===== src/rtl/disp_pkg.sv =====
// Shared types and constants for the multiplexed 7-segment scan controller.
package disp_pkg;

  typedef enum logic {
    S_DEAD = 1'b0,
    S_ON   = 1'b1
  } scan_state_t;

  localparam int SEG_W = 7;
  localparam int NIB_W = 4;

  // Active-high "all segments off"; the scanner flips it for active-low boards.
  localparam logic [SEG_W-1:0] SEG_OFF_HI = 7'b0000000;

  function automatic int max_int(input int a, input int b);
    return (a > b) ? a : b;
  endfunction

endpackage


===== src/rtl/module_disp_dec.sv =====
// Hex nibble to active-high 7-segment pattern, bit6=a .. bit0=g.
module module_disp_dec
  import disp_pkg::*;
(
  input  logic [NIB_W-1:0] hex_i,
  output logic [SEG_W-1:0] seg_o
);

  always_comb begin
    seg_o = SEG_OFF_HI;
    case (hex_i)
      4'h0: seg_o = 7'b1111110;
      4'h1: seg_o = 7'b0110000;
      4'h2: seg_o = 7'b1101101;
      4'h3: seg_o = 7'b1111001;
      4'h4: seg_o = 7'b0110011;
      4'h5: seg_o = 7'b1011011;
      4'h6: seg_o = 7'b1011111;
      4'h7: seg_o = 7'b1110000;
      4'h8: seg_o = 7'b1111111;
      4'h9: seg_o = 7'b1111011;
      4'hA: seg_o = 7'b1110111;
      4'hB: seg_o = 7'b0011111;
      4'hC: seg_o = 7'b1001110;
      4'hD: seg_o = 7'b0111101;
      4'hE: seg_o = 7'b1001111;
      4'hF: seg_o = 7'b1000111;
      default: seg_o = SEG_OFF_HI;
    endcase
  end

endmodule


===== src/rtl/module_disp_scan.sv =====
// Time-multiplexed N-digit 7-segment scanner with frame-aligned double buffering
// and a dark gap between digits. Interface: load_i is a fire-and-forget strobe (no ready).
module module_disp_scan
  import disp_pkg::*;
#(
  parameter int N_DIGITS       = 4,
  parameter int REFRESH_CYC    = 50000,
  parameter int DEAD_CYC       = 500,
  parameter bit AN_ACTIVE_LOW  = 1'b1,
  parameter bit SEG_ACTIVE_LOW = 1'b1
) (
  input  logic                      clk,
  input  logic                      rst,
  input  logic                      load_i,
  input  logic [NIB_W*N_DIGITS-1:0] data_i,
  input  logic [N_DIGITS-1:0]       blank_i,
  output logic [N_DIGITS-1:0]       an_o,
  output logic [SEG_W-1:0]          seg_o,
  output logic                      upd_o,
  output logic                      frame_o
);

  localparam int CNT_W = $clog2(max_int(REFRESH_CYC, DEAD_CYC) + 1);
  localparam int IDX_W = (N_DIGITS > 1) ? $clog2(N_DIGITS) : 1;
  localparam int DW    = NIB_W * N_DIGITS;

  localparam logic [N_DIGITS-1:0] AN_OFF  = AN_ACTIVE_LOW ? {N_DIGITS{1'b1}} : {N_DIGITS{1'b0}};
  localparam logic [SEG_W-1:0]    SEG_OFF = SEG_ACTIVE_LOW ? ~SEG_OFF_HI : SEG_OFF_HI;

  localparam logic [CNT_W-1:0] DEAD_LAST = CNT_W'(DEAD_CYC - 1);
  localparam logic [CNT_W-1:0] ON_LAST   = CNT_W'(REFRESH_CYC - 1);
  localparam logic [IDX_W-1:0] IDX_LAST  = IDX_W'(N_DIGITS - 1);

  scan_state_t             state_q, state_d;
  logic [IDX_W-1:0]        idx_q, idx_d;
  logic [CNT_W-1:0]        cnt_q, cnt_d;
  logic                    pend_q, pend_d;
  logic [DW-1:0]           sh_data_q, sh_data_d;
  logic [N_DIGITS-1:0]     sh_mask_q, sh_mask_d;
  logic [DW-1:0]           act_data_q, act_data_d;
  logic [N_DIGITS-1:0]     act_mask_q, act_mask_d;
  logic [N_DIGITS-1:0]     an_q, an_d;
  logic [SEG_W-1:0]        seg_q, seg_d;

  logic                    commit;
  logic [NIB_W-1:0]        nib_sel;
  logic                    mask_sel;
  logic [N_DIGITS-1:0]     onehot;
  logic [SEG_W-1:0]        dec_seg;

  module_disp_dec u_dec (
    .hex_i (nib_sel),
    .seg_o (dec_seg)
  );

  assign commit  = (state_q == S_DEAD) && (idx_q == '0) && (cnt_q == '0) && pend_q;
  assign upd_o   = commit;
  assign frame_o = (state_q == S_ON) && (idx_q == IDX_LAST) && (cnt_q == ON_LAST);
  assign an_o    = an_q;
  assign seg_o   = seg_q;

  // Shadow/active buffering: the commit reads the old shadow, a same-cycle load refills it.
  always_comb begin
    pend_d     = pend_q;
    sh_data_d  = sh_data_q;
    sh_mask_d  = sh_mask_q;
    act_data_d = act_data_q;
    act_mask_d = act_mask_q;
    if (commit) begin
      act_data_d = sh_data_q;
      act_mask_d = sh_mask_q;
      pend_d     = 1'b0;
    end
    if (load_i) begin
      sh_data_d = data_i;
      sh_mask_d = blank_i;
      pend_d    = 1'b1;
    end
  end

  always_comb begin
    state_d = state_q;
    idx_d   = idx_q;
    cnt_d   = cnt_q;
    case (state_q)
      S_DEAD: begin
        if (cnt_q == DEAD_LAST) begin
          state_d = S_ON;
          cnt_d   = '0;
        end else begin
          cnt_d = cnt_q + 1'b1;
        end
      end
      S_ON: begin
        if (cnt_q == ON_LAST) begin
          state_d = S_DEAD;
          cnt_d   = '0;
          idx_d   = (idx_q == IDX_LAST) ? '0 : idx_q + 1'b1;
        end else begin
          cnt_d = cnt_q + 1'b1;
        end
      end
      default: begin
        state_d = S_DEAD;
        cnt_d   = '0;
        idx_d   = '0;
      end
    endcase
  end

  // Outputs are registered from next-state values so pins move with the state change.
  always_comb begin
    nib_sel  = '0;
    mask_sel = 1'b1;
    onehot   = '0;
    for (int k = 0; k < N_DIGITS; k++) begin
      if (idx_d == IDX_W'(k)) begin
        nib_sel   = act_data_d[k*NIB_W +: NIB_W];
        mask_sel  = act_mask_d[k];
        onehot[k] = 1'b1;
      end
    end
    an_d  = AN_OFF;
    seg_d = SEG_OFF;
    if ((state_d == S_ON) && !mask_sel) begin
      an_d  = AN_OFF ^ onehot;
      seg_d = SEG_ACTIVE_LOW ? ~dec_seg : dec_seg;
    end
  end

  always_ff @(posedge clk) begin
    if (rst) begin
      state_q    <= S_DEAD;
      idx_q      <= '0;
      cnt_q      <= '0;
      pend_q     <= 1'b0;
      sh_data_q  <= '0;
      sh_mask_q  <= '1;
      act_data_q <= '0;
      act_mask_q <= '1;
      an_q       <= AN_OFF;
      seg_q      <= SEG_OFF;
    end else begin
      state_q    <= state_d;
      idx_q      <= idx_d;
      cnt_q      <= cnt_d;
      pend_q     <= pend_d;
      sh_data_q  <= sh_data_d;
      sh_mask_q  <= sh_mask_d;
      act_data_q <= act_data_d;
      act_mask_q <= act_mask_d;
      an_q       <= an_d;
      seg_q      <= seg_d;
    end
  end

endmodule


===== config.mk =====
export PLATFORM = sky130hd
export DESIGN_NAME = module_disp_scan
export DESIGN_NICKNAME = d
export VERILOG_FILES = /design/src/rtl/disp_pkg.sv /design/src/rtl/module_disp_dec.sv /design/src/rtl/module_disp_scan.sv
export SDC_FILE = /design/constraint.sdc
export NUM_CORES = 1
export LEC_CHECK = 0
export BUFFER_PORTS_ARGS = -buffer_cell sky130_fd_sc_hd__buf_2
export CAP_MARGIN = 20
export CORE_UTILIZATION = 35
export CTS_CLUSTER_SIZE = 12
export DETAILED_ROUTE_END_ITERATION = 12
export PLACE_DENSITY_LB_ADDON = 0.15
export SETUP_SLACK_MARGIN = 0.4
export SLEW_MARGIN = 20
export SYNTH_ARGS = -nofsm -noshare
export SYNTH_HDL_FRONTEND = slang
export SYNTH_SLANG_ARGS = --single-unit

===== constraint.sdc =====
create_clock -name clk -period 4.7 [get_ports clk]
set_input_delay 0 -clock clk [delete_from_list [all_inputs] [get_ports clk]]
set_output_delay 0 -clock clk [all_outputs]
set_load 0.05 [all_outputs]

Yosys cells after proc, flatten, opt, wreduce, memory -nomap -nowiden
Memories as Yosys holds them, arrays and structs flattened. Index checks and enable logic that the tools add are counted.

Bits in registers: 71. Latch bits: 0. Memory bits (writable): 0. Memory bits (read-only): 112. Input bits: 23. Output and inout port bits: 13. Logic and storage cells: 60. Memories: 1.

$add $sub $neg: 2. Multiply operators: 0. Divide/modulo/power cells: 0. Order comparisons: 0. Eq/ne operators: 6. Shift-type cells: 0. Muxes and demuxes: 25. Bitwise logic cells: 4. Reductions and logical operators: 12.

Memory list: (no name shown) (depth 16, bits a word 7, read ports 1, clocked after Yosys merged registers in 0, write ports 0, RTL line module_disp_dec.sv:11) `case (hex_i)`.

Operator list (count): 16-bit 2-to-1 mux (3); 16-bit one-hot mux with 2 select lines (1); 4-bit 2-to-1 mux (5); 16-bit by 1-bit adder with 16-bit output (second input constant) (1); 16-bit == test (second input constant) (1); 16-bit by 9-bit == test with 1-bit output (second input constant) (1); 16-bit zero test (1); 1-bit 2-to-1 mux (12); 7-bit inverter (1); 2-bit == test (second input constant) (3); 1-bit logical AND (6); 2-bit 2-to-1 mux (3); 2-bit zero test (2); 4-bit inverter (1); 2-bit by 1-bit adder with 2-bit output (second input constant) (1); 2-bit by 1-bit == test with 1-bit output (second input constant) (1); 1-bit inverter (2); 1-bit one-hot mux with 2 select lines (1); 2-bit nonzero test (1); 2-bit OR reduction (1); 1-bit zero test (1).

Depth between registers and ports, before layout
Gate-level depths: netlist of the first run.

Depth after elaboration: 13. Mapped depth: 14. Mapped depth without buffers: 13.

Modules after synthesis
From an unflattened synthesis of the first run, not the netlist that was laid out.

Cell total of the unflattened synthesis: 403. Area total of the unflattened synthesis: 3568.4 µm².

By module, submodules not included: module_disp_scan (instances 1, cells each 370, area an instance 3280.6 µm², seq. area each 1421.4 µm²); module_disp_dec (instances 1, cells each 33, area an instance 287.8 µm², seq. area each 0.0 µm²).

Least setup slack after synthesis of the first run
Ideal clock, no wire load.

Kind: flip-flop to flip-flop. Start point: reg cnt_q[5]. End point: reg seg_q[3], in the netlist seg_o[3]. Library setup time: 0.117 ns. Data arrival time: 3.559 ns. Data required time: 4.583 ns. Setup slack: 1.024 ns. Stages on the path, launching flop included: 13. Buffers on the path: 2. Clock period less this slack: 3.676 ns. Cell sequence: dfxtp_1 -> or4b_1 -> nor4_4 -> mux2i_1 -> buf_4 -> buf_2 -> mux2i_1 -> mux2i_1 -> inv_1 -> ha_1 -> mux2_2 -> mux2i_1 -> nand2b_1.

Word-level cells in the longest chain between the ends: 12. Elaborated cells between the ends (all ways): 30. Classes of those cells: eq/ne (5); mux (15); bitwise (2); reduce/logical (7); memory (1).

Ends and longest elaborated chain: from (decl) (RTL line module_disp_scan.sv:36) `logic [CNT_W-1:0] cnt_q, cnt_d;`; from (signal assigned) (RTL line module_disp_scan.sv:146) `cnt_q <= cnt_d;`; parallel branches: the longest is 12 deep, another holds memory read 16 x 7 bit; to (signal assigned) (RTL line module_disp_scan.sv:153) `seg_q <= seg_d;`; to (decl) (RTL line module_disp_scan.sv:43) `logic [SEG_W-1:0] seg_q, seg_d;`.

Several ways; the timed one is not identified. A chain may end at the register's enable or synchronous reset.

Worst setup path in the final report of the first run
Start point: reg cnt_q[11]. End point: reg seg_q[3], in the netlist seg_o[3].

The elaborated chain is that of the path after synthesis.

==> summary.txt, run 1 <==
GRT
  – Via count of the first global-routing pass: ~2,400
  – GRT Total Usage: 0.154
  – Pin count of the biggest net entering global routing: 46
  – First-pass GRT wire length: 11,800 um
  – Initial antenna violation count: 0
  – Total congestion overflow: 0

Routing
  – Number of vias per cell: ~4.9
  – Wire per inst: about 13 um
  – Routed Wire Length: 6700 um
  – Total via count in the routed design: 2,559
  – Post-route DRC: 0
  – DRT Pass-1 Iters: 4
  – Post-DRT Antenna Nets: 0
  – Iteration-0 DRC Markers: 72

Floorplan
  – Boundary pin count: 36
  – Die Y-Extent: roughly 100 um
  – Rows: 34
  – Core box area: between 8000 and 9000 um2
  – Total Die Area: about 10000 um2
  – Overall die width: between 90 and 100 um
  – Starting density of the core: 0.367

Power
  – Power density normalized to cell area: around 320 nW/um2
  – Leakage: about 1.7 nW
  – Largest vdd supply drop: roughly 0.19 mV

Clock network
  – Number of cells upsized or downsized after cts: 0
  – Number of clock sinks: 71
  – Root cell of the clock tree: sky130_fd_sc_hd__clkbuf_8
  – Post-CTS setup-driven buffer insertion count: 0
  – Clock tree buffer depth: 2
  – CTS tree: yes
  – Clock transition at path regs: 0.08 ns
  – Htree depth: 3
  – Clock insertion delay at the later pin of the skew report: between 0.3 and 0.4 ns
  – Hold Buf Count CTS: 20
  – Number of buffers added by the clock tree synthesis step: 9

Place
  – Buffers added on ports: 35
  – Dpl ws: between 0.9 and 1 ns
  – HPWL after DPL: ~4500 um
  – Last weighted congestion value of the routability-driven placer: between 0.7 and 0.8

STA
  – Post-route clock skew: 0.00998 ns
  – Final Hold Slack: about 0.23 ns
  – Fmax achieved: around 0.26 GHz
  – Hold Vio Cnt, Final: 0
  – Final period util: 0.804
  – Max transition margin: 0.448
  – Setup repair after global routing missed its margin: no
  – Setup slack after layout: around 0.9 ns
  – Setup Viol. Count Final: 0
  – Total negative slack for setup checks: 0 ns
  – Final Max Tran Viols: 0
  – Transition time of the tightest slew-check pin: 0.828 ns
  – Final min period: between 3 and 4 ns

Status
  – Run status: finished clean

Hold path
  – Worst Hold Class: in -> reg

Synth
  – Number of synthesized register bits: 71
  – Post-synthesis cell type count: between 40 and 50
  – Count of warnings emitted by yosys: 0
  – Synthesized area divided by synthesized cell count: a little over 9 um2
  – Post-Syn Instances: between 300 and 400
  – Post-Synthesis Cell Area: 3270 um2
  – Sequential-to-total area share from yosys stat: 0.435
  – Net count after synthesis: approximately 390

Finish
  – Layout net count: ~450
  – Leading cell type in the layout, fill and taps excluded: sky130_fd_sc_hd__dfxtp_1
  – Synth-to-Final Area Change: 20.0%
  – Diodes inserted: 0
  – Ratio of cells with drive above 1 in the final layout: 0.151
  – Commonest cells after routing, fill and taps aside: sky130_fd_sc_hd__dfxtp_1, sky130_fd_sc_hd__nand2_1, sky130_fd_sc_hd__nor2_1, sky130_fd_sc_hd__mux2i_1, sky130_fd_sc_hd__buf_2

Worst setup path
  – Critical-path maximum fanout: 9
  – Crit end category: flip-flop
  – Startpoint-to-endpoint class of the critical path: reg -> reg
  – Sort of element at the start of the critical path: flip-flop
  – Worst path arrival time: 4.03 ns
  – Critical path data required time: between 4 and 5 ns

Flow run
  – Number of maximum-capacitance violations: 0
critical path: stages, from the launching register on:
cell,delay (ns)
sky130_fd_sc_hd__dfxtp_1,0.35
sky130_fd_sc_hd__or4_4,0.59
sky130_fd_sc_hd__nor4_4,0.43
sky130_fd_sc_hd__mux2i_2,0.71
sky130_fd_sc_hd__mux2i_1,0.15
sky130_fd_sc_hd__mux2i_1,0.53
sky130_fd_sc_hd__inv_1,0.14
sky130_fd_sc_hd__ha_1,0.29
sky130_fd_sc_hd__mux2_2,0.28
sky130_fd_sc_hd__mux2i_1,0.13
sky130_fd_sc_hd__nand2b_1,0.06
logic make-up after synthesis:
family / Yosys count / share of synthesized area
adders and majority gates: 10 / 0.0383
and+or+nand+nor: 144 / 0.211
AOI/OAI and AO/OA: 42 / 0.0881
xor gates and xnor gates: 14 / 0.0375
buffers and inverters: 32 / 0.0414
muxes: 48 / 0.149
DFF: 71 / 0.435
report_power, final:
part / switching, mW / internal [mW]
combinational: 0.0656 / 0.0559
clock: 0.245 / 0.246
sequential: 0.0145 / 0.621
total: 0.325 / 0.922
area by class of cell:
| cell class | instances | area, um2 |
|---|---|---|
| flip-flops and latches | 71 | 1420 |
| clock inverters | 7 | 72.6 |
| multi-input cells | 258 | 1710 |
| fillers | 886 | 4970 |
| clock buffers | 9 | 124 |
| repair buffers | 59 | 405 |
| well taps | 108 | 135 |
| inverters | 13 | 48.8 |
synthesized netlist by cell type, drive strengths merged:
cell type,number,area (um2)
nand2,52,195
a221o,3,30.0
dfxtp,71,1420
nand3,5,25.0
a22oi,4,35.0
a211o,4,35.0
mux2,1,11.3
nor2b,8,50.1
o21bai,1,7.51
nand3b,3,22.5
mux2i,47,474
nor4bb,1,10.0
or4,2,18.8
and3,1,6.26
inv,13,48.8
ha,10,125
a22o,1,8.76
nor4,3,33.8
or3,3,18.8
and2,3,18.8
nor4b,1,8.76
or4b,1,10.0
xor2,9,78.8
xnor2,5,43.8
a311o,1,10.0
nand2b,2,12.5
a21oi,22,110
buf,9,48.8
clkbuf,10,37.5
nor3,4,20.0
nand4,7,43.8
and4,2,17.5
nand4b,1,8.76
o21ai,3,15.0
a211oi,2,20.0
o311ai,1,16.3
nor2,45,169
stage by stage:
| step | utilization | cells | area, um2 | power (mW) |
|---|---|---|---|---|
| after CTS | 0.441 | 525 | 3920 | 1.26 |
| final | 0.441 | 525 | 3920 | 1.25 |
| after global routing | 0.441 | 525 | 3920 | 1.31 |
| after detailed placement | 0.396 | 489 | 3520 | 0.760 |
| after global placement | 0.396 | 489 | 3520 | 0.759 |
| after floorplan | - | 361 | 3270 | 0.730 |
final timing paths:
check                                      end            from  cells after the start  slack [ns]
worst max-delay path                  seg_o[3]       cnt_q[11]                     10        0.92
worst min-delay path              sh_data_q[2]             rst                      2        0.23
worst max register to register        seg_o[3]       cnt_q[11]                     10        0.92
worst min register to register  act_data_q[13]  act_data_q[13]                      2        0.45
per-layer routing:
metal	vias up	track usage	part of all wire
li1	1335	-	-
met2	40	0.231	0.42
met5	-	0	0
met4	0	0.0758	0.020
met1	1173	0.205	0.53
met3	11	0.0418	0.030
registers in the layout, indices dropped and copies added, names as in the netlist:
register / flops
act_data_q: 16
act_mask_q: 4
an_o: 4
cnt_q: 16
idx_q: 2
pend_q: 1
seg_o: 7
sh_data_q: 16
sh_mask_q: 4
state_q: 1
No activity file was read; power rests on OpenSTA's default activity.
==> inputs of run 2 (changes only) <==
Clock period 4.7 ns to 3.15 ns, I/O delays scaled along.
==> run 2 against run 1 <==
Cell area increased by 9.4%. Register-to-register slack got worse by 0.88 ns. Worst setup slack got worse by 0.88 ns. Die area unchanged. Critical path depth increased by 3. Non-clock buffer count increased by 26. Wire length increased by 4.4%. First-iteration DRC count decreased by 25%.
==> summary.txt, run 2 (same netlist as run 1, synthesis figures left out) <==
Worst setup path
  – Worst Path Buf+Inv: 3 (was 1)
  – Worst path arrival time: 3.35 ns (was 4.03 ns)
  – Path depth of the worst reg2reg path: 13 (was 10)
  – Startpoint-to-endpoint class of the critical path: reg -> reg (unchanged)
  – Critical path data required time: 3.39 ns (was 4.95 ns)
  – Crit end category: flip-flop (unchanged)
  – Critical-path maximum fanout: 11 (was 9)
  – Sort of element at the start of the critical path: flip-flop (unchanged)
  – Cell-by-cell trace of the critical path: or4b_4 > nor4_4 > buf_4 > mux2i_4 > buf_12 > mux2i_1 > mux2i_2 > mux2i_4 > inv_2 > ha_2 > mux2_2 > mux2i_1 > nand2b_1 (was or4_4 > nor4_4 > mux2i_2 > mux2i_1 > mux2i_1 > inv_1 > ha_1 > mux2_2 > mux2i_1 > nand2b_1)
  – Critical Path Max Stage Delay: 0.55 ns (was 0.71 ns)
  – Worst R2R Start: cnt_q[7] (was cnt_q[11])
  – Endpoint of the lowest-slack register-to-register path: seg_o[3] (unchanged)
  – Cell type group with the largest total delay on the critical path: multiplexers (unchanged)
  – Capturing element of the worst setup path: seg_o[3] (unchanged)
  – Critical path depth: 13 (was 10)
  – FF-to-FF setup slack: 0.04 ns (was 0.92 ns)
  – Origin of the worst setup path: cnt_q[7] (was cnt_q[11])
  – Critical-path cell with the highest stage delay: sky130_fd_sc_hd__or4b_4 (was sky130_fd_sc_hd__mux2i_2)

Power
  – Overall Power: 1.98 mW (was 1.25 mW)
  – Power density normalized to cell area: 461 nW/um2 (was 318 nW/um2)
  – Leakage: 1.87 nW (was 1.73 nW)
  – Largest vdd supply drop: 0.249 mV (was 0.190 mV)

STA
  – Setup Viol. Count Final: 0 (unchanged)
  – Setup repair after global routing missed its margin: yes (was no)
  – Transition time of the tightest slew-check pin: 0.816 ns (was 0.828 ns)
  – Fmax achieved: 0.322 GHz (was 0.265 GHz)
  – Final Max Tran Viols: 0 (unchanged)
  – Final period util: 0.987 (was 0.804)
  – Max transition margin: 0.456 (was 0.448)
  – Total negative slack for setup checks: 0 ns (unchanged)
  – Post-route clock skew: 0.0133 ns (was 0.00998 ns)
  – Hold Vio Cnt, Final: 0 (unchanged)
  – Final min period: 3.11 ns (was 3.78 ns)

Finish
  – Commonest cells after routing, fill and taps aside: sky130_fd_sc_hd__dfxtp_1, sky130_fd_sc_hd__nand2_1, sky130_fd_sc_hd__nor2_1 (was sky130_fd_sc_hd__dfxtp_1, sky130_fd_sc_hd__nand2_1, sky130_fd_sc_hd__nor2_1, sky130_fd_sc_hd__mux2i_1, sky130_fd_sc_hd__buf_2)
  – Layout net count: 471 (was 445)
  – Cell Count, Final, Fillers Out: 551 (was 525)
  – Final-layout fill cell count: 902 (was 886)
  – Leading cell type in the layout, fill and taps excluded: sky130_fd_sc_hd__dfxtp_1 (unchanged)
  – Top flop regs: act_data_q (16), cnt_q (16), sh_data_q (16) (unchanged)
  – Ratio of cells with drive above 1 in the final layout: 0.248 (was 0.151)
  – Synth-to-Final Area Change: 31.3% (was 20.0%)
  – Diodes inserted: 0 (unchanged)

Floorplan
  – Overall die width: 98.6 um (unchanged)
  – Die Y-Extent: 98.6 um (unchanged)
  – Core box area: 8890 um2 (unchanged)
  – Boundary pin count: 36 (unchanged)
  – Rows: 34 (unchanged)
  – Starting density of the core: 0.367 (unchanged)
  – Total Die Area: 9720 um2 (unchanged)

GRT
  – Via count of the first global-routing pass: 2,550 (was 2,432)
  – GRT Total Usage: 0.156 (was 0.154)
  – Pin count of the biggest net entering global routing: 46 (unchanged)
  – Initial antenna violation count: 0 (unchanged)
  – First-pass GRT wire length: 12,100 um (was 11,800 um)
  – Total congestion overflow: 0 (unchanged)

Routing
  – Wire per inst: 12.7 um (was 12.8 um)
  – Post-DRT Antenna Nets: 0 (unchanged)
  – Number of vias per cell: 4.85 (was 4.87)
  – Total via count in the routed design: 2,675 (was 2,559)
  – DRT Pass-1 Iters: 4 (unchanged)
  – Post-route DRC: 0 (unchanged)
  – Iteration-0 DRC Markers: 54 (was 72)
  – Routed Wire Length: 6990 um (was 6700 um)

Place
  – HPWL after DPL: 4780 um (was 4510 um)
  – Buffers added on ports: 35 (unchanged)
  – Placed Instances: 508 (was 489)
  – Last weighted congestion value of the routability-driven placer: 0.805 (was 0.781)

Hold path
  – Worst Hold Class: in -> reg (unchanged)

Status
  – Run status: finished clean (unchanged)

Clock network
  – Clock insertion delay at the later pin of the skew report: 0.35 ns (was 0.36 ns)
  – Number of clock sinks: 71 (unchanged)
  – Root cell of the clock tree: sky130_fd_sc_hd__clkbuf_8 (unchanged)
  – CTS tree: yes (unchanged)
  – Number of buffers added by the clock tree synthesis step: 9 (unchanged)
  – Clock tree buffer depth: 2 (unchanged)
  – Clock transition at path regs: 0.07 ns (was 0.08 ns)
  – Htree depth: 3 (unchanged)

Flow run
  – Number of maximum-capacitance violations: 0 (unchanged)
-- run 2: cell types whose count changed in the layout (fill, tap and decap cells not counted), moves of 2 or more --
cell	change
sky130_fd_sc_hd__buf_12	+2
sky130_fd_sc_hd__buf_4	+21
sky130_fd_sc_hd__buf_6	+4
sky130_fd_sc_hd__clkinvlp_4	-2
sky130_fd_sc_hd__dfxtp_1	-2
sky130_fd_sc_hd__dfxtp_2	+2
sky130_fd_sc_hd__ha_1	-3
sky130_fd_sc_hd__ha_2	+3
sky130_fd_sc_hd__inv_1	-2
sky130_fd_sc_hd__inv_2	+2
sky130_fd_sc_hd__mux2i_1	-7
sky130_fd_sc_hd__mux2i_2	+4
sky130_fd_sc_hd__mux2i_4	+3
-- run 2: worst register-to-register path: cells and delay by family, from the launching register on --
kind / cells / cell delay (ns)
muxes: 6 / 1.17
and+or+nand+nor: 3 / 0.92
buffers and inverters: 3 / 0.42
DFF: 1 / 0.32
adders and majority gates: 1 / 0.18
-- run 2: metrics by stage --
stage | util | setup WS (ns) | hold WS [ns] | instance area [um2]
after detailed placement | 0.420 | -0.0713 | 0.212 | 3730
final | 0.482 | 0.0423 | 0.226 | 4290
after CTS | 0.474 | -0.0217 | 0.228 | 4210
after floorplan | - | -0.162 | 0.118 | 3330
after global placement | 0.420 | -0.00679 | 0.208 | 3730
after global routing | 0.482 | -0.183 | 0.256 | 4290
-- run 2: routing by layer --
layer  GRT usage  vias up  share of wire
met2       0.241       34           0.45
met4      0.0620        0          0.014
li1            -     1388              -
met1       0.209     1245           0.51
met3      0.0404        8          0.026
met5           0        -              0
-- run 2: layout make-up --
type,instances,area (um2),share of cell area
multi-input combinational,258,1810,0.422
sequential,71,1420,0.332
timing repair buffer,85,643,0.150
clock buffer,10,138,0.0321
tap,108,135,0.0315
clock inverter,6,91.3,0.0213
inverter,13,48.8,0.0114
-- run 2: worst min-delay path by stage --
stage,cells past startpoint,to,from,slack [ns]
2_1_floorplan,1,sh_mask_q[3],blank_i[3],0.12
3_3_place_gp,2,sh_mask_q[3],blank_i[3],0.21
3_5_place_dp,2,sh_mask_q[0],blank_i[0],0.21
4_1_cts,2,sh_data_q[10],rst,0.23
5_1_grt,2,sh_data_q[10],rst,0.26
6_report,2,sh_data_q[3],rst,0.23
-- run 2: what timing repair did --
| action | CTS | global route |
|---|---|---|
| cloned | 0 | 0 |
| pin swaps | 1 | 5 |
| hold buffers | 20 | 0 |
| buffers inserted | 5 | 2 |
| endpoints found under the setup margin | 10 | 12 |
| hold endpoints to repair | 20 | 0 |
| gates resized for setup | 6 | 14 |
-- run 2: report_power, final --
part	total (mW)	switching, mW	internal (mW)
clock	0.828	0.357	0.471
sequential	0.948	0.0223	0.926
combinational	0.202	0.106	0.0959
total	1.98	0.485	1.49
==> inputs of run 3 (changes only) <==
Settings changed: CORE_UTILIZATION 35 to 52, HOLD_SLACK_MARGIN from default to 0.12.
==> run 3 against run 2 <==
The run now ends with setup timing left. First-iteration DRC count up 48%. Sequential share of layout area increased by 0.22 points. Die area shrank 32%. Worst setup slack lost 0.12 ns. Critical path depth is the same. Via count rose by 3.0%. Register-to-register slack worse by 0.12 ns. Global-route usage grew 8.3 points. Cell count fell by 4.9%. Sequential power hardly changed. Largest power group unchanged. Highest routed layer unchanged.
==> summary.txt, run 3 (same netlist as run 1, synthesis figures left out) <==
Status
  – Run status: finished, violations left (was finished clean)
  – Failing checks: setup timing

Clock network
  – Number of clock sinks: 71 (unchanged)
  – Number of buffers added by the clock tree synthesis step: 9 (unchanged)
  – Root cell of the clock tree: sky130_fd_sc_hd__clkbuf_8 (unchanged)
  – Clock transition at path regs: 0.08 ns (was 0.07 ns)
  – Clock insertion delay at the later pin of the skew report: 0.36 ns (was 0.35 ns)
  – Clock tree buffer depth: 2 (unchanged)
  – Htree depth: 3 (unchanged)
  – CTS tree: yes (unchanged)

Routing
  – Total via count in the routed design: 2,754 (was 2,675)
  – Post-route DRC: 0 (unchanged)
  – Wire per inst: 13.9 um (was 12.7 um)
  – Number of vias per cell: 5.26 (was 4.85)
  – Iteration-0 DRC Markers: 80 (was 54)
  – DRT Pass-1 Iters: 4 (unchanged)
  – Post-DRT Antenna Nets: 0 (unchanged)
  – Routed Wire Length: 7260 um (was 6990 um)

Floorplan
  – Total Die Area: 6600 um2 (was 9720 um2)
  – Boundary pin count: 36 (unchanged)
  – Overall die width: 81.3 um (was 98.6 um)
  – Die Y-Extent: 81.3 um (was 98.6 um)
  – Rows: 28 (was 34)
  – Core box area: 5990 um2 (was 8890 um2)
  – Starting density of the core: 0.545 (was 0.367)

Place
  – Last weighted congestion value of the routability-driven placer: 0.845 (was 0.805)
  – Dpl ws: -0.107 ns (was -0.0713 ns)
  – HPWL after DPL: 4700 um (was 4780 um)
  – Buffers added on ports: 35 (unchanged)
  – Post-placement cell area: 3700 um2 (was 3730 um2)

STA
  – Final min period: 3.23 ns (was 3.11 ns)
  – Setup Viol. Count Final: 6 (was 0)
  – Post-route clock skew: 0.0123 ns (was 0.0133 ns)
  – Fmax achieved: 0.309 GHz (was 0.322 GHz)
  – Total negative slack for setup checks: -0.318 ns (was 0 ns)
  – Final period util: 1.03 (was 0.987)
  – Max transition margin: 0.471 (was 0.456)
  – Transition time of the tightest slew-check pin: 0.793 ns (was 0.816 ns)
  – Setup slack after layout: -0.0821 ns (was 0.0423 ns)
  – Hold Vio Cnt, Final: 0 (unchanged)
  – Final Max Tran Viols: 0 (unchanged)
  – Setup repair after global routing missed its margin: yes (unchanged)

Finish
  – Leading cell type in the layout, fill and taps excluded: sky130_fd_sc_hd__dfxtp_1 (unchanged)
  – Area of all placed cells without fillers: 4260 um2 (was 4290 um2)
  – Ratio of cells with drive above 1 in the final layout: 0.252 (was 0.248)
  – Top flop regs: act_data_q (16), cnt_q (16), sh_data_q (16) (unchanged)
  – Commonest cells after routing, fill and taps aside: sky130_fd_sc_hd__dfxtp_1, sky130_fd_sc_hd__nand2_1, sky130_fd_sc_hd__nor2_1 (unchanged)
  – Final-layout fill cell count: 453 (was 902)
  – Share of the core filled with cells: 0.711 (was 0.482)
  – Layout net count: 477 (was 471)
  – Diodes inserted: 0 (unchanged)
  – Synth-to-Final Area Change: 30.4% (was 31.3%)

Worst setup path
  – Critical Path Max Stage Delay: 0.55 ns (about the same)
  – Cell-by-cell trace of the critical path: or4b_4 > nor4_4 > buf_4 > mux2i_4 > buf_6 > buf_16 > mux2i_1 > mux2i_1 > mux2i_2 > buf_4 > ha_1 > a21oi_1 > o21ai_0 (was or4b_4 > nor4_4 > buf_4 > mux2i_4 > buf_12 > mux2i_1 > mux2i_2 > mux2i_4 > inv_2 > ha_2 > mux2_2 > mux2i_1 > nand2b_1)
  – Critical-path maximum fanout: 6 (was 11)
  – Sort of element at the start of the critical path: flip-flop (unchanged)
  – Startpoint-to-endpoint class of the critical path: reg -> reg (unchanged)
  – Critical-path cell with the highest stage delay: sky130_fd_sc_hd__or4b_4 (unchanged)
  – Worst path arrival time: 3.47 ns (was 3.35 ns)
  – Crit end category: flip-flop (unchanged)
  – Critical path data required time: 3.39 ns (about the same)

GRT
  – GRT Total Usage: 0.239 (was 0.156)
  – Total congestion overflow: 0 (unchanged)
  – Pin count of the biggest net entering global routing: 46 (unchanged)
  – Initial antenna violation count: 0 (unchanged)
  – Via count of the first global-routing pass: 2,560 (was 2,550)
  – First-pass GRT wire length: 11,800 um (was 12,100 um)

Flow run
  – Number of maximum-capacitance violations: 0 (unchanged)

Hold path
  – Worst Hold Class: in -> reg (unchanged)

Power
  – Leakage: 1.88 nW (was 1.87 nW)
  – Power density normalized to cell area: 444 nW/um2 (was 461 nW/um2)
  – Largest vdd supply drop: 0.338 mV (was 0.249 mV)
==> run 3: cell types whose count changed in the layout (fill, tap and decap cells not counted), sizes merged <==
cell | before | now
clkinvlp | 0 | 3
clkinv | 3 | 1
bufinv | 2 | 1
buf | 65 | 71
==> run 3: power breakdown <==
group	leakage, nW	switching (mW)	internal, mW	total (mW)
logic	1.22	0.110	0.101	0.211
clock network	0.0891	0.365	0.369	0.734
registers	0.580	0.0216	0.926	0.948
total	1.88	0.497	1.40	1.89
==> run 3: worst paths after layout <==
| check | from | cells after the start | slack (ns) | end |
|---|---|---|---|---|
| hold reg to reg | act_data_q[9] | 2 | 0.46 | act_data_q[9] |
| setup reg to reg | cnt_q[7] | 13 | -0.08 | seg_o[5] |
| hold / removal | rst | 2 | 0.20 | sh_data_q[10] |
| setup / recovery | cnt_q[7] | 13 | -0.08 | seg_o[5] |
==> run 3: per-stage QoR <==
stage          hold WS [ns]  total power, mW  instances
2_1_floorplan         0.118             1.09        361
3_3_place_gp          0.207             1.14        476
3_5_place_dp          0.217             1.15        476
4_1_cts               0.205             1.90        522
5_1_grt               0.234             1.97        524
6_report              0.202             1.89        524
==> run 3: area by class of cell <==
cell class	count	area (um2)	area share
clock buffers	10	128	0.0300
well taps	75	93.8	0.0220
inverters	13	48.8	0.0115
clock inverters	6	70.1	0.0164
flip-flops and latches	71	1420	0.334
multi-input cells	258	1800	0.422
repair buffers	91	698	0.164
==> run 3: metal layers <==
| metal | vias to the layer above | global-route usage | wire (um) |
|---|---|---|---|
| met2 | 51 | 0.398 | 3520 |
| met3 | 14 | 0.0629 | 254 |
| met5 | - | 0 | 0 |
| met4 | 0 | 0.111 | 167 |
| met1 | 1288 | 0.287 | 3320 |
| li1 | 1401 | - | - |
==> run 3: worst max-delay path, delay by kind of cell, from the launching register on <==
| kind | cells | cell delay, ns |
|---|---|---|
| multiplexers | 4 | 0.77 |
| adder cells (fa/ha/maj) | 1 | 0.25 |
| flip-flops | 1 | 0.32 |
| AND/OR/NAND/NOR | 2 | 0.83 |
| AO/OA/AOI/OAI | 2 | 0.31 |
| buffers and inverters | 4 | 0.62 |
==> run 3: what timing repair did <==
| action | in CTS | in global routing |
|---|---|---|
| hold endpoints to repair | 20 | 0 |
| gates cloned | 1 | 0 |
| pin swaps | 2 | 3 |
| hold buffers | 20 | 0 |
| setup endpoints to repair | 9 | 9 |
| buffers inserted | 9 | 2 |
| gates resized for setup | 12 | 3 |
